**src/rtl/pid_altitude_sequencer.sv**
```systemverilog
// Fixed-rate altitude loop sequencer: tick -> sample request -> pid_altitude hand-off -> clamped throttle,
// with miss counting, hover failsafe and sticky overrun detection.
module pid_altitude_sequencer #(
  parameter int unsigned       TICK_DIV    = 1000000,
  parameter int unsigned       TIMEOUT_CYC = 500000,
  parameter int unsigned       PID_TO_CYC  = 4,
  parameter int unsigned       MAX_MISSES  = 3,
  parameter logic signed [14:0] HOVER_P    = 15'sd8268,
  parameter logic signed [14:0] P_MAX      = 15'sd12240
) (
  input  logic               i_clk,
  input  logic               i_reset,
  input  logic               i_enable,
  input  logic               i_cfg_valid,
  input  logic [7:0]         i_cfg_command,
  input  logic [7:0]         i_cfg_kp,
  output logic               o_meas_req,
  input  logic               i_meas_valid,
  input  logic signed [15:0] i_meas_data,
  output logic               o_pid_sink_data_valid,
  output logic signed [15:0] o_pid_sink_data,
  output logic [7:0]         o_pid_sink_command,
  output logic [7:0]         o_pid_sink_kp,
  input  logic               i_pid_source_valid,
  input  logic signed [14:0] i_pid_source_p,
  output logic               o_throttle_valid,
  output logic signed [14:0] o_throttle,
  output logic               o_failsafe,
  output logic               o_overrun
);

  typedef enum logic [2:0] {
    S_IDLE, S_WAIT_TICK, S_REQ, S_WAIT_MEAS, S_FEED, S_WAIT_PID, S_MISS
  } state_t;

  state_t r_state, w_next;

  logic [31:0]        r_tick_cnt;
  logic [31:0]        r_to_cnt;
  logic               r_tick_pend;
  logic               r_overrun;
  logic [7:0]         r_stage_cmd, r_stage_kp;
  logic [7:0]         r_act_cmd, r_act_kp;
  logic signed [15:0] r_sink_data;
  logic [7:0]         r_sink_cmd, r_sink_kp;
  logic signed [14:0] r_throttle;
  logic               r_throttle_valid;
  logic               r_failsafe;
  logic [7:0]         r_miss_cnt;

  logic               w_tick;
  logic [7:0]         w_miss_inc;
  logic signed [14:0] w_clamped;

  assign w_tick     = i_enable && (r_state != S_IDLE) && (r_tick_cnt == TICK_DIV - 1);
  assign w_miss_inc = (r_miss_cnt < 8'(MAX_MISSES)) ? r_miss_cnt + 8'd1 : r_miss_cnt;

  always_comb begin
    w_clamped = i_pid_source_p;
    if (i_pid_source_p[14]) begin
      w_clamped = '0;
    end else if (i_pid_source_p > P_MAX) begin
      w_clamped = P_MAX;
    end
  end

  always_ff @(posedge i_clk or posedge i_reset) begin
    if (i_reset) begin
      r_state <= S_IDLE;
    end else begin
      r_state <= w_next;
    end
  end

  // Dropping enable aborts from any state on the very next edge.
  always_comb begin
    w_next = r_state;
    if (!i_enable) begin
      w_next = S_IDLE;
    end else begin
      unique case (r_state)
        S_IDLE:      w_next = S_WAIT_TICK;
        S_WAIT_TICK: if (w_tick || r_tick_pend) w_next = S_REQ;
        S_REQ:       w_next = S_WAIT_MEAS;
        S_WAIT_MEAS: begin
          if (i_meas_valid) w_next = S_FEED;
          else if (r_to_cnt == TIMEOUT_CYC - 1) w_next = S_MISS;
        end
        S_FEED:      w_next = S_WAIT_PID;
        S_WAIT_PID: begin
          if (i_pid_source_valid) w_next = S_WAIT_TICK;
          else if (r_to_cnt == PID_TO_CYC - 1) w_next = S_MISS;
        end
        S_MISS:      w_next = S_WAIT_TICK;
        default:     w_next = S_IDLE;
      endcase
    end
  end

  // A tick that lands while busy is remembered once; a second one is a lost tick.
  always_ff @(posedge i_clk or posedge i_reset) begin
    if (i_reset) begin
      r_tick_cnt  <= '0;
      r_tick_pend <= 1'b0;
      r_overrun   <= 1'b0;
    end else if (!i_enable || r_state == S_IDLE) begin
      r_tick_cnt  <= '0;
      r_tick_pend <= 1'b0;
    end else begin
      r_tick_cnt <= (r_tick_cnt == TICK_DIV - 1) ? '0 : r_tick_cnt + 32'd1;
      if (r_state == S_WAIT_TICK) begin
        r_tick_pend <= 1'b0;
      end else if (w_tick) begin
        r_tick_pend <= 1'b1;
      end
      if (w_tick && r_tick_pend) begin
        r_overrun <= 1'b1;
      end
    end
  end

  always_ff @(posedge i_clk or posedge i_reset) begin
    if (i_reset) begin
      r_to_cnt <= '0;
    end else if (r_state == S_WAIT_MEAS || r_state == S_WAIT_PID) begin
      r_to_cnt <= r_to_cnt + 32'd1;
    end else begin
      r_to_cnt <= '0;
    end
  end

  // Sink values are frozen at capture so they stay stable from one FEED to the next.
  always_ff @(posedge i_clk or posedge i_reset) begin
    if (i_reset) begin
      r_stage_cmd <= '0;
      r_stage_kp  <= '0;
      r_act_cmd   <= '0;
      r_act_kp    <= '0;
      r_sink_data <= '0;
      r_sink_cmd  <= '0;
      r_sink_kp   <= '0;
    end else begin
      if (i_cfg_valid) begin
        r_stage_cmd <= i_cfg_command;
        r_stage_kp  <= i_cfg_kp;
      end
      if (r_state == S_WAIT_TICK && w_next == S_REQ) begin
        r_act_cmd <= r_stage_cmd;
        r_act_kp  <= r_stage_kp;
      end
      if (r_state == S_WAIT_MEAS && w_next == S_FEED) begin
        r_sink_data <= i_meas_data;
        r_sink_cmd  <= r_act_cmd;
        r_sink_kp   <= r_act_kp;
      end
    end
  end

  always_ff @(posedge i_clk or posedge i_reset) begin
    if (i_reset) begin
      r_throttle       <= HOVER_P;
      r_throttle_valid <= 1'b0;
      r_failsafe       <= 1'b0;
      r_miss_cnt       <= '0;
    end else begin
      r_throttle_valid <= 1'b0;
      if (!i_enable) begin
        if (r_state != S_IDLE) begin
          r_throttle       <= HOVER_P;
          r_throttle_valid <= 1'b1;
        end
      end else if (r_state == S_WAIT_PID && i_pid_source_valid) begin
        r_throttle       <= w_clamped;
        r_throttle_valid <= 1'b1;
        r_miss_cnt       <= '0;
        r_failsafe       <= 1'b0;
      end else if (r_state == S_MISS) begin
        r_miss_cnt <= w_miss_inc;
        if (w_miss_inc == 8'(MAX_MISSES)) begin
          r_throttle       <= HOVER_P;
          r_throttle_valid <= 1'b1;
          r_failsafe       <= 1'b1;
        end
      end
    end
  end

  assign o_meas_req            = (r_state == S_REQ);
  assign o_pid_sink_data_valid = (r_state == S_FEED);
  assign o_pid_sink_data       = r_sink_data;
  assign o_pid_sink_command    = r_sink_cmd;
  assign o_pid_sink_kp         = r_sink_kp;
  assign o_throttle_valid      = r_throttle_valid;
  assign o_throttle            = r_throttle;
  assign o_failsafe            = r_failsafe;
  assign o_overrun             = r_overrun;

endmodule

```
**config.mk**
```make
export PLATFORM = sky130hd
export DESIGN_NAME = pid_altitude_sequencer
export DESIGN_NICKNAME = d
export VERILOG_FILES = /design/src/rtl/pid_altitude_sequencer.sv
export SDC_FILE = /design/constraint.sdc
export NUM_CORES = 1
export LEC_CHECK = 0
export CORE_MARGIN = 4
export CORE_UTILIZATION = 40
export DETAILED_ROUTE_END_ITERATION = 8
export PLACE_DENSITY_LB_ADDON = 0.08
export SETUP_SLACK_MARGIN = 0.05
export SLEW_MARGIN = 10
export SYNTH_ARGS = -nofsm -noshare
export SYNTH_HDL_FRONTEND = slang
export SYNTH_SLANG_ARGS = --single-unit
```
**constraint.sdc**
```tcl
create_clock -name i_clk -period 7.5 [get_ports i_clk]
set_clock_uncertainty 0.05 [all_clocks]
set_input_delay 1.5 -clock i_clk [delete_from_list [all_inputs] [get_ports i_clk]]
set_output_delay 1.5 -clock i_clk [all_outputs]
set_load 0.005 [all_outputs]
```
Word-level counts from Yosys, hierarchy flattened
Cells that the tools add are included. Widths: inputs -> output; s select.

Add/sub/neg operators: 3. Magnitude comparators: 2. Eq/ne operators: 14. Multiplexer cells: 31. Bitwise logic cells: 1. Reductions and logical operators: 21.

Operators by type and width (number): $mux 32 (3); $mux 15 (5); $add 32x1->32 const B (2); $eq 32x19->1 const B (1); $eq 32x2->1 const B (1); $eq 32x20->1 const B (1); $mux 14 (2); $mux 8 (3); $mux 3 (6); $pmux 3 s6 (1); $gt 15x15->1 const B (1); $eq 3x3->1 const B (4); $mux 1 (11); $eq 3x2->1 const B (3); $add 8x1->8 const B (1); $eq 8x2->1 const B (1); $lt 8x2->1 const B (1); $logic_and 1x1->1 (6); $ne 3x1->1 const B (2); $reduce_and 3->1 (2); $reduce_bool 2->1 (3); $reduce_bool 3->1 (2); $reduce_and 2->1 (2); $eq 3x1->1 const B (1); 5 further kinds (7).

Flip-flop bits (word level): 158. Bits of input ports: 53. Output and inout port bits: 52. Logic and storage cells: 88.

Longest topological paths before layout
Gate-level depths: netlist of run 1.

Word-level depth: 9. Depth in mapped cells: 8.

Worst setup path before layout of run 1
Ideal clock, no wire load.

Path kind: input -> register. From: input port i_pid_source_p[14]. To: register r_throttle[0] (netlist: o_throttle[0]). Arrival time: 2619 ps. Setup slack: 4710 ps. Stages on the path: 5. Path buffers: 0. Cell sequence: nand2b_1 > o31a_1 > a311o_1 > and2_1 > a22o_1.

Longest elaborated chain between the ends: 5.

Ends and longest elaborated chain: start, declared (RTL line 25) `input logic signed [14:0] i_pid_source_p,`; $gt 15x15->1 (RTL line 62) `end else if (i_pid_source_p > P_MAX) begin`; $mux 14 (RTL line 62); $mux 14 * (RTL line 60) `if (i_pid_source_p[14]) begin`; $mux 15 * (RTL line 172) `end else if (r_state == S_WAIT_PID && i_pid_source_valid) begin`; $mux 15 * (RTL line 167) `if (!i_enable) begin`; end signal, assigned (RTL line 173) `r_throttle <= w_clamped;`; end, declared (RTL line 46) `logic signed [14:0] r_throttle;`.

Every way passes the cells marked *; elsewhere a longest branch is shown, timed or not. A chain may end at the register's enable or synchronous reset.

Worst setup path after layout of run 1
From: input port i_enable. To: register r_act_cmd[7].

Longest elaborated chain between the ends: 8.

Ends and longest elaborated chain: start, declared (RTL line 13) `input logic i_enable,`; $logic_and 1x1->1 (2 in series) (RTL line 55) `assign w_tick = i_enable && (r_state != S_IDLE) && (r_tick_cnt == TICK_DIV - 1);`; $logic_or 1x1->1 (RTL line 83) `S_WAIT_TICK: if (w_tick || r_tick_pend) w_next = S_REQ;`; $mux 3 (RTL line 83); $pmux 3 s6 (RTL line 81) `unique case (r_state)`; $mux 3 * (RTL line 78) `if (!i_enable) begin`; $eq 3x2->1 * (RTL line 147) `if (r_state == S_WAIT_TICK && w_next == S_REQ) begin`; $logic_and 1x1->1 * (RTL line 147); end signal, assigned (RTL line 148) `r_act_cmd <= r_stage_cmd;`; end, declared (RTL line 43) `logic [7:0] r_act_cmd, r_act_kp;`.

Marks and branches as above.

==> flow_metrics.env, run 1 <==
export IMPL_grt_most_used_layer="met2"
export IMPL_critical_path_top_delay_family="compound AO/OA/AOI/OAI gates"
export IMPL_max_freq_ghz=0.273
export IMPL_period_share_pct=48.8
export IMPL_clk_pin_slew_ns=0.07
export IMPL_met3_usage_pct=3.47
export IMPL_ioPinCount=105
export IMPL_die_w_um=141
export IMPL_fin_crit_ns=3.66
export IMPL_path_cells="clkdlybuf4s50_1 > o31ai_2 > nor4_2 > o21a_1 > mux2_2"
export IMPL_worstPathArrival_ns=3.91
export IMPL_root_buffer="clkbuf_16"
export IMPL_drv_slew=0
export IMPL_io_buffers=103
export IMPL_drcViolationCount=0
export IMPL_num_vias=4934
export IMPL_path_class="input port to flop"
export IMPL_grt_max_degree=93
export IMPL_slowest_stage="o21a_1"
export IMPL_cp_required_ns=7.75
export IMPL_initial_core_util_pct=41.1
export IMPL_synth_flop_cell="dfrtp_1"
export IMPL_netlist_area_um2=7130
export IMPL_final_cells=945
export IMPL_synth_cell_types=58
export IMPL_ys_ff_latch=157
export IMPL_grt_use_met2_pct=27.0
export IMPL_avgSynthCellArea_um2=11.7
export IMPL_hpwl_um=11100
export IMPL_clock_latency_ns=0.42
export IMPL_cts_htree_levels=4
export IMPL_status="finished, final reports clean"
export IMPL_crit_buf_inv=1
export IMPL_wire_per_inst_um=16.8
export IMPL_grt_pass1_wl_um=26200
export IMPL_synth_top_family_by_area="simple AND/OR/NAND/NOR gates"
export IMPL_final_hold_violation_count=0
export IMPL_ys_warn_count=0
export IMPL_min_path_type="flop to flop"
export IMPL_cts_hold_fix_buffers=0
export IMPL_dieArea_um2=20000
export IMPL_grt_usage_pct=16.4
export IMPL_grt_overflow_total=0
export IMPL_rows=48
export IMPL_postSynthNetCount=664
export IMPL_drv_cap=0
export IMPL_synth_edf_count=0
export IMPL_antennaDiodeCount=0
export IMPL_clockBufferDepth=2
export IMPL_cts_buffers=17
export IMPL_met1_usage_pct=22.2
export IMPL_final_nets=763
export IMPL_final_layout_size_suffix_gt1_share_pct=17.2
export IMPL_synthAdderAreaFrac_pct=0.527
export IMPL_antenna_found_initial=0
export IMPL_routabilityCongestion=0.806
export IMPL_cp_end_kind="flop"
export IMPL_synth_compound_area_share_pct=4.49
export IMPL_rsz0062_at_grt="no"
export IMPL_avgViaCountPerCell=5.22
export IMPL_relSlewSlack_pct=30.5
export IMPL_first_global_vias=5031
export IMPL_drtPass1Iterations=4
export IMPL_p_leak_nw=3.85
export IMPL_total_power_mw=1.83
export IMPL_cp_start_kind="input port"
export IMPL_cp_max_fo=17
export IMPL_synth_simple_area_share_pct=19.3
export IMPL_fillers=1569
export IMPL_core_um2=17400
export IMPL_cts_setup_buffers=0
export IMPL_setup_violations=0
export IMPL_cp_slowest_stage_delay_ns=0.83
export IMPL_clock_sinks=157
export IMPL_cts_resized=0
export IMPL_dpl_cell_count=913
export IMPL_tightestPinTransition_ns=1.03
export IMPL_first_iter_violations=234
export IMPL_seq_area_frac_synth_pct=55.2
export IMPL_layout_common_cells="dfrtp_1 (153), clkdlybuf4s50_1 (103), nor2_1 (74)"
export IMPL_ir_drop_v=0.000150
export IMPL_fp_dieH_um=141
export IMPL_final_setup_tns_ns=0
export IMPL_muxShareOfSynthArea_pct=10.6
export IMPL_async_flop_share_pct=100
export IMPL_final_common_cell="dfrtp_1"
export IMPL_synthXorXnorAreaFrac_pct=7.13
export IMPL_syn_inst=608
export IMPL_routed_wl_um=15800
export IMPL_cts_tree="built"
export IMPL_r2r_slack_ns=4.74
export IMPL_powerDensity_nw_per_um2=205
export IMPL_postRouteAntennaNets=0
export IMPL_area_delta_synth_final_pct=25.5
report_power, final:
group | switching, mW | internal, mW | leakage (nW)
combinational | 0.0422 | 0.0401 | 1.41
clock | 0.373 | 0.514 | 0.299
sequential | 0.00789 | 0.857 | 2.14
cells in the mapped netlist, types with 2 or more instances:
library cell,n,area (µm²)
nor4_2,4,50.1
nand4b_1,2,17.5
xor2_1,40,350
nand2b_1,3,18.8
xnor2_1,18,158
or2_2,2,12.5
or3_1,3,18.8
and4_1,8,70.1
inv_1,13,48.8
nor3_1,10,50.1
nand2_1,27,101
nor4b_2,2,30.0
mux2_2,54,608
nor4b_4,2,47.6
clkbuf_1,11,41.3
nor4b_1,3,26.3
a22o_1,5,43.8
mux2_4,10,150
buf_6,2,22.5
nor4_1,14,87.6
a21oi_1,5,25.0
o21ai_0,5,25.0
and2_1,12,75.1
dfrtp_1,153,3830
a2bb2oi_1,4,35.0
ha_1,3,37.5
o31a_1,2,17.5
and3_1,10,62.6
nor2_1,75,282
nand3_1,31,155
buf_2,9,45.0
a221o_1,6,60.1
dfstp_2,4,105
o31ai_1,2,15.0
nor2b_1,4,25.0
nand4_1,28,175
logic make-up after synthesis:
group                    after synthesis
AO/OA/AOI/OAI                         40
multiplexers                          64
XOR/XNOR                              58
buffers and inverters                 38
AND/OR/NAND/NOR                      247
adder cells (fa/ha/maj)                3
flip-flops                           157
other                                  1
registers in the layout, indices dropped and copies added, names as in the netlist, 3 cells and up:
signal	cells
o_pid_sink_command	8
o_pid_sink_kp	8
o_throttle	14
r_to_cnt	32
r_miss_cnt	8
r_stage_cmd	8
r_stage_kp	8
r_act_kp	8
o_pid_sink_data	16
r_state	3
r_tick_cnt	32
r_act_cmd	8
stage by stage:
stage	setup WS (ns)	hold slack [ns]	instance area, µm²	utilization [%]
after global placement	3.39	0.419	8330	48.0
after detailed placement	3.37	0.424	8330	48.0
final	3.84	0.436	8940	51.5
after CTS	3.81	0.433	8940	51.5
after global routing	3.64	0.455	8940	51.5
after floorplan	1.72	0.398	7130	-
metal layers:
layer  vias to the layer above  wire, µm
met5                         -         0
met4                         0       158
met3                        16       553
met2                        88      7800
met1                      2468      7330
li1                       2362         -
cell type report:
class / count / area (µm²) / area share, %
clock inverters: 14 / 171 / 1.92
multi-input cells: 413 / 3020 / 33.7
flip-flops and latches: 157 / 3930 / 44.0
clock buffers: 18 / 439 / 4.91
repair buffers: 105 / 1050 / 11.7
well taps: 225 / 282 / 3.15
inverters: 13 / 53.8 / 0.602
final timing paths:
| check | cells past startpoint | startpoint | to |
|---|---|---|---|
| worst min register to register | 1 | r_tick_cnt[0] | r_tick_cnt[0] |
| worst min-delay path | 1 | r_tick_cnt[0] | r_tick_cnt[0] |
| worst max register to register | 5 | r_tick_cnt[10] | r_act_cmd[7] |
| min in group asynchronous | 2 | i_reset | r_act_kp[1] |
| worst max-delay path | 5 | i_enable | r_act_cmd[7] |
| max in group asynchronous | 3 | i_reset | r_tick_pend |
Power figures use the tool's default switching activity.
==> run 2, diff against run 1 <==
- clock period: 7.5 -> 3.8 ns (I/O delays scaled with it)
==> run 2 against run 1 <==
  * Worst hold slack lost 0.0070 ns
  * Core utilization up 0.22 points
  * Critical path depth decreased by 2
  * Global-route usage up 0.68 points
  * Critical endpoint is now o_meas_req
==> flow_metrics.env, run 2 (synthesized netlist as in run 1, its figures left out) <==
export IMPL_status="finished, final reports clean"
export IMPL_cp_start_kind="flop"
export IMPL_final_cell_area_um2=8980
export IMPL_antennaDiodeCount=0
export IMPL_ir_drop_v=0.000293
export IMPL_holdPathEnd="r_tick_cnt[0]"
export IMPL_clock_sinks=157
export IMPL_avgViaCountPerCell=5.12
export IMPL_timing_rr_end="r_act_cmd[5]"
export IMPL_drcViolationCount=0
export IMPL_p_sw_share_pct=22.9
export IMPL_routed_wl_um=16200
export IMPL_hpwl_um=11700
export IMPL_setup_violations=0
export IMPL_finalHoldWorstSlack_ns=0.429
export IMPL_grt_max_degree=47
export IMPL_combPwrFrac_pct=4.8
export IMPL_cts_tree="built"
export IMPL_final_hold_violation_count=0
export IMPL_grt_pass1_wl_um=27200
export IMPL_slowest_stage="clkdlybuf4s50_1"
export IMPL_total_power_mw=3.51
export IMPL_seqPwrFrac_pct=48.7
export IMPL_final_setup_tns_ns=0
export IMPL_max_freq_ghz=0.363
export IMPL_first_iter_violations=270
export IMPL_fin_crit_ns=2.75
export IMPL_dp_slack_ns=0.854
export IMPL_core_um2=17400
export IMPL_path_cells="nor2b_1 > nor2b_1 > clkdlybuf4s50_1"
export IMPL_final_layout_size_suffix_gt1_share_pct=17.8
export IMPL_grt_overflow_total=0
export IMPL_area_delta_synth_final_pct=26.0
export IMPL_num_vias=4867
export IMPL_cts_hold_fix_buffers=0
export IMPL_min_path_type="flop to flop"
export IMPL_cts_htree_levels=4
export IMPL_layout_common_cells="dfrtp_1 (153), clkdlybuf4s50_1 (103), nor2_1 (74)"
export IMPL_min_from="r_tick_cnt[0]"
export IMPL_rr_worst_depth=6
export IMPL_drtPass1Iterations=4
export IMPL_drv_slew=0
export IMPL_ioPinCount=105
export IMPL_grt_usage_pct=17.1
export IMPL_worstPathArrival_ns=1.94
export IMPL_postRouteAntennaNets=0
export IMPL_cp_end_kind="output pin"
export IMPL_dieArea_um2=20000
export IMPL_die_w_um=141
export IMPL_p_int_mw=2.71
export IMPL_dpl_cell_area_um2=8410
export IMPL_cp_slowest_stage_delay_ns=0.53
export IMPL_switching_power_uw=805
export IMPL_antenna_found_initial=0
export IMPL_first_global_vias=5138
export IMPL_rows=48
export IMPL_tightestPinTransition_ns=0.940
export IMPL_drv_cap=0
export IMPL_initial_core_util_pct=41.1
export IMPL_p_clk_share_pct=46.5
export IMPL_final_seq_area_um2=3930
export IMPL_wire_per_inst_um=17.0
export IMPL_clockBufferDepth=2
export IMPL_cp_required_ns=2.99
export IMPL_multi_input_area_um2=3020
export IMPL_final_common_cell="dfrtp_1"
export IMPL_routabilityCongestion=0.810
export IMPL_path_class="flop to output pin"
export IMPL_cts_setup_buffers=0
export IMPL_r2r_slack_ns=1.40
export IMPL_relSlewSlack_pct=36.8
export IMPL_cts_resized=0
export IMPL_clk_pin_slew_ns=0.06
export IMPL_final_nets=768
export IMPL_clock_latency_ns=0.42
export IMPL_cts_buffers=17
export IMPL_root_buffer="clkbuf_16"
export IMPL_cp_max_fo=9
export IMPL_period_share_pct=72.4
export IMPL_fp_dieH_um=141
export IMPL_holdPathStages=1
export IMPL_fillers=1520
export IMPL_path_common_cell="nor2b_1"
export IMPL_io_buffers=103
export IMPL_p_leak_nw=3.86
export IMPL_powerDensity_nw_per_um2=391
export IMPL_rsz0062_at_grt="no"
export IMPL_worst_slack_ns=1.05
export IMPL_rr_startpoint="r_tick_cnt[25]"
## run 2: per-layer routing
layer,up-vias,wire length [µm],track usage (%)
li1,2367,-,-
met1,2406,7260,22.5
met2,75,8040,27.9
met3,19,530,3.30
met4,0,362,6.87
met5,-,0,0
## run 2: through the flow
| step | utilization (%) | std cells |
|---|---|---|
| 6_report | 51.7 | 950 |
| 5_1_grt | 51.7 | 950 |
| 4_1_cts | 51.7 | 950 |
| 3_5_place_dp | 48.4 | 918 |
| 3_3_place_gp | 48.4 | 918 |
| 2_1_floorplan | - | 608 |
## run 2: cell type report
cell class	count	area share (%)
clock buffer	18	4.89
clock inverter	14	1.50
inverter	13	0.585
multi-input combinational	413	33.6
sequential	157	43.8
tap	225	3.14
timing repair buffer	110	12.5
## run 2: worst max-delay path: cells and delay by family (launching register included)
| family | cells | cell delay, ns |
|---|---|---|
| and+or+nand+nor | 2 | 0.53 |
| buffers and inverters | 1 | 0.53 |
| DFF | 1 | 0.47 |
## run 2: how the worst max path moves through the flow
stage                     slack (ns)                    end  cells past startpoint       start
after detailed placement        0.85  o_pid_sink_command[7]                      5    i_enable
after global routing            0.93             o_meas_req                      3  r_state[2]
after floorplan                 1.01             o_failsafe                      1     i_reset
after global placement          0.89           r_act_cmd[5]                      6    i_enable
after CTS                       0.99             o_meas_req                      3  r_state[1]
final                           1.05             o_meas_req                      3  r_state[2]
## run 2: power groups by stage
stage               clock network [mW]  logic, mW  registers, mW
floorplan                            0     0.0863           1.73
global placement                     0      0.169           1.74
detailed placement                   0      0.173           1.74
CTS                               1.68      0.174           1.71
global route                      1.76      0.189           1.71
finish                            1.63      0.169           1.71
==> run 3, diff against run 2 <==
- clock period: 3.8 -> 2.5 ns (I/O delays scaled with it)
==> run 3 against run 2 <==
  * Core utilization grew 1.0 points
  * Register-to-register slack got worse by 1.2 ns
  * Final area up 1.9%
  * Clock power is 58% higher
  * Non-clock buffer count is 15 higher
  * First-iteration DRC count down 11%
  * Sequential share of layout area down 0.80 points
  * Sequential power rose by 52%
  * Highest routed layer unchanged
==> flow_metrics.env, run 3 (synthesized netlist as in run 1, its figures left out) <==
export IMPL_r2r_slack_ns=0.25
export IMPL_grt_max_degree=62
export IMPL_drcViolationCount=0
export IMPL_antennaDiodeCount=0
export IMPL_cts_htree_levels=4
export IMPL_initial_core_util_pct=41.1
export IMPL_fillers=1519
export IMPL_p_leak_nw=3.96
export IMPL_highest_layer="met4"
export IMPL_grt_overflow_total=0
export IMPL_rr_startpoint="r_tick_cnt[10]"
export IMPL_total_power_mw=5.45
export IMPL_cts_hold_fix_buffers=0
export IMPL_seqPwrFrac_pct=47.6
export IMPL_cp_max_fo=9
export IMPL_grt_pass1_wl_um=26400
export IMPL_final_layout_size_suffix_gt1_share_pct=19.9
export IMPL_avgViaCountPerCell=5.23
export IMPL_powerDensity_nw_per_um2=596
export IMPL_clock_sinks=157
export IMPL_io_buffers=103
export IMPL_fin_crit_ns=2.31
export IMPL_final_common_cell="dfrtp_1"
export IMPL_rsz0062_at_grt="no"
export IMPL_p_sw_share_pct=22.8
export IMPL_first_global_vias=4982
export IMPL_clockBufferDepth=2
export IMPL_wl_met2_um=7840
export IMPL_tightestPinTransition_ns=0.663
export IMPL_num_vias=5043
export IMPL_routed_wl_met3_um=542
export IMPL_min_path_type="input port to asynchronous set/reset pin"
export IMPL_timing_rr_end="r_act_cmd[6]"
export IMPL_grt_usage_pct=16.6
export IMPL_hpwl_um=11400
export IMPL_path_class="flop to output pin"
export IMPL_final_hold_violation_count=0
export IMPL_die_w_um=141
export IMPL_drv_cap=0
export IMPL_routed_wl_um=16100
export IMPL_rr_worst_depth=6
export IMPL_worstPathArrival_ns=1.76
export IMPL_switching_power_mw=1.25
export IMPL_cp_end_kind="output pin"
export IMPL_relSlewSlack_pct=55.5
export IMPL_drt_met1_wl_um=7380
export IMPL_drtPass1Iterations=6
export IMPL_antenna_found_initial=0
export IMPL_max_freq_ghz=0.433
export IMPL_clk_pin_slew_ns=0.06
export IMPL_wire_per_inst_um=16.7
export IMPL_drv_slew=0
export IMPL_rows=48
export IMPL_p_int_mw=4.21
export IMPL_layout_common_cells="dfrtp_1 (151), clkdlybuf4s50_1 (103), nor2_1 (73)"
export IMPL_routabilityCongestion=0.836
export IMPL_cts_tree="built"
export IMPL_status="finished, final reports clean"
export IMPL_final_nets=783
export IMPL_first_iter_violations=240
export IMPL_root_buffer="clkbuf_16"
export IMPL_cp_required_ns=1.95
export IMPL_combPwrFrac_pct=5.1
export IMPL_cp_start_kind="flop"
export IMPL_worst_slack_ns=0.189
export IMPL_p_clk_share_pct=47.3
export IMPL_period_share_pct=92.4
export IMPL_ioPinCount=105
export IMPL_cts_buffers=17
export IMPL_postRouteAntennaNets=0
export IMPL_dp_slack_ns=0.0778
export IMPL_clock_latency_ns=0.42
export IMPL_setup_violations=0
export IMPL_ir_drop_v=0.000461
export IMPL_fp_dieH_um=141
export IMPL_core_um2=17400
export IMPL_area_delta_synth_final_pct=28.4
export IMPL_dieArea_um2=20000
==> run 3: changes by cell type in the layout (fill, tap and decap cells not counted), sizes merged <==
cell      delta
inv          +2
buf         +15
clkinvlp     -3
bufinv       +1
==> run 3: repair_timing <==
item	CTS	global route
buffers inserted	0	0
endpoints found under the setup margin	1	2
resized for setup	2	3
gates cloned	0	0
==> run 3: worst max-delay path by stage <==
| stage | cells after the start | slack [ns] | endpoint | startpoint |
|---|---|---|---|---|
| after CTS | 3 | 0.08 | o_meas_req | r_state[2] |
| after detailed placement | 6 | 0.08 | o_throttle[7] | i_pid_source_p[8] |
| after floorplan | 1 | -0.03 | o_failsafe | i_reset |
| after global placement | 6 | 0.12 | o_throttle[10] | i_pid_source_p[8] |
| after global routing | 6 | 0.09 | r_act_cmd[4] | r_tick_cnt[10] |
| final | 3 | 0.19 | o_meas_req | r_state[2] |
==> run 3: per-layer routing <==
metal	vias to the layer above	global-route usage (%)
met5	-	0
met4	0	6.26
met3	20	3.17
met1	2535	22.6
met2	87	26.6
li1	2401	-
==> run 3: power groups by stage <==
stage	Clock [mW]	Sequential, mW	Combinational (mW)
2_1_floorplan	0	2.63	0.131
3_3_place_gp	0	2.64	0.275
3_5_place_dp	0	2.64	0.281
4_1_cts	2.65	2.60	0.282
5_1_grt	2.78	2.60	0.303
6_report	2.58	2.60	0.276
==> run 3: worst max-delay path, stage by stage, from the launching register on <==
cell and delay (ns):
dfrtp_2 0.48, nor2b_4 0.17, nor2b_1 0.17, clkdlybuf4s50_1 0.54
==> run 3: area by class of cell <==
type / instances / area [µm²] / share of cell area [%]
flip-flops and latches: 157 / 3940 / 43.0
inverters: 13 / 52.6 / 0.574
well taps: 225 / 282 / 3.08
multi-input cells: 413 / 3030 / 33.1
repair buffers: 125 / 1270 / 13.9
clock inverters: 14 / 156 / 1.71
clock buffers: 18 / 429 / 4.69
==> run 3: per-stage QoR <==
stage / hold slack [ns] / instance area [µm²] / util [%] / cells / setup TNS [ns]
2_1_floorplan: 0.398 / 7130 / - / 608 / -5.14
3_3_place_gp: 0.405 / 8560 / 49.3 / 933 / 0
3_5_place_dp: 0.412 / 8560 / 49.3 / 933 / 0
4_1_cts: 0.415 / 9150 / 52.7 / 965 / 0
5_1_grt: 0.432 / 9150 / 52.7 / 965 / 0
6_report: 0.421 / 9150 / 52.7 / 965 / 0
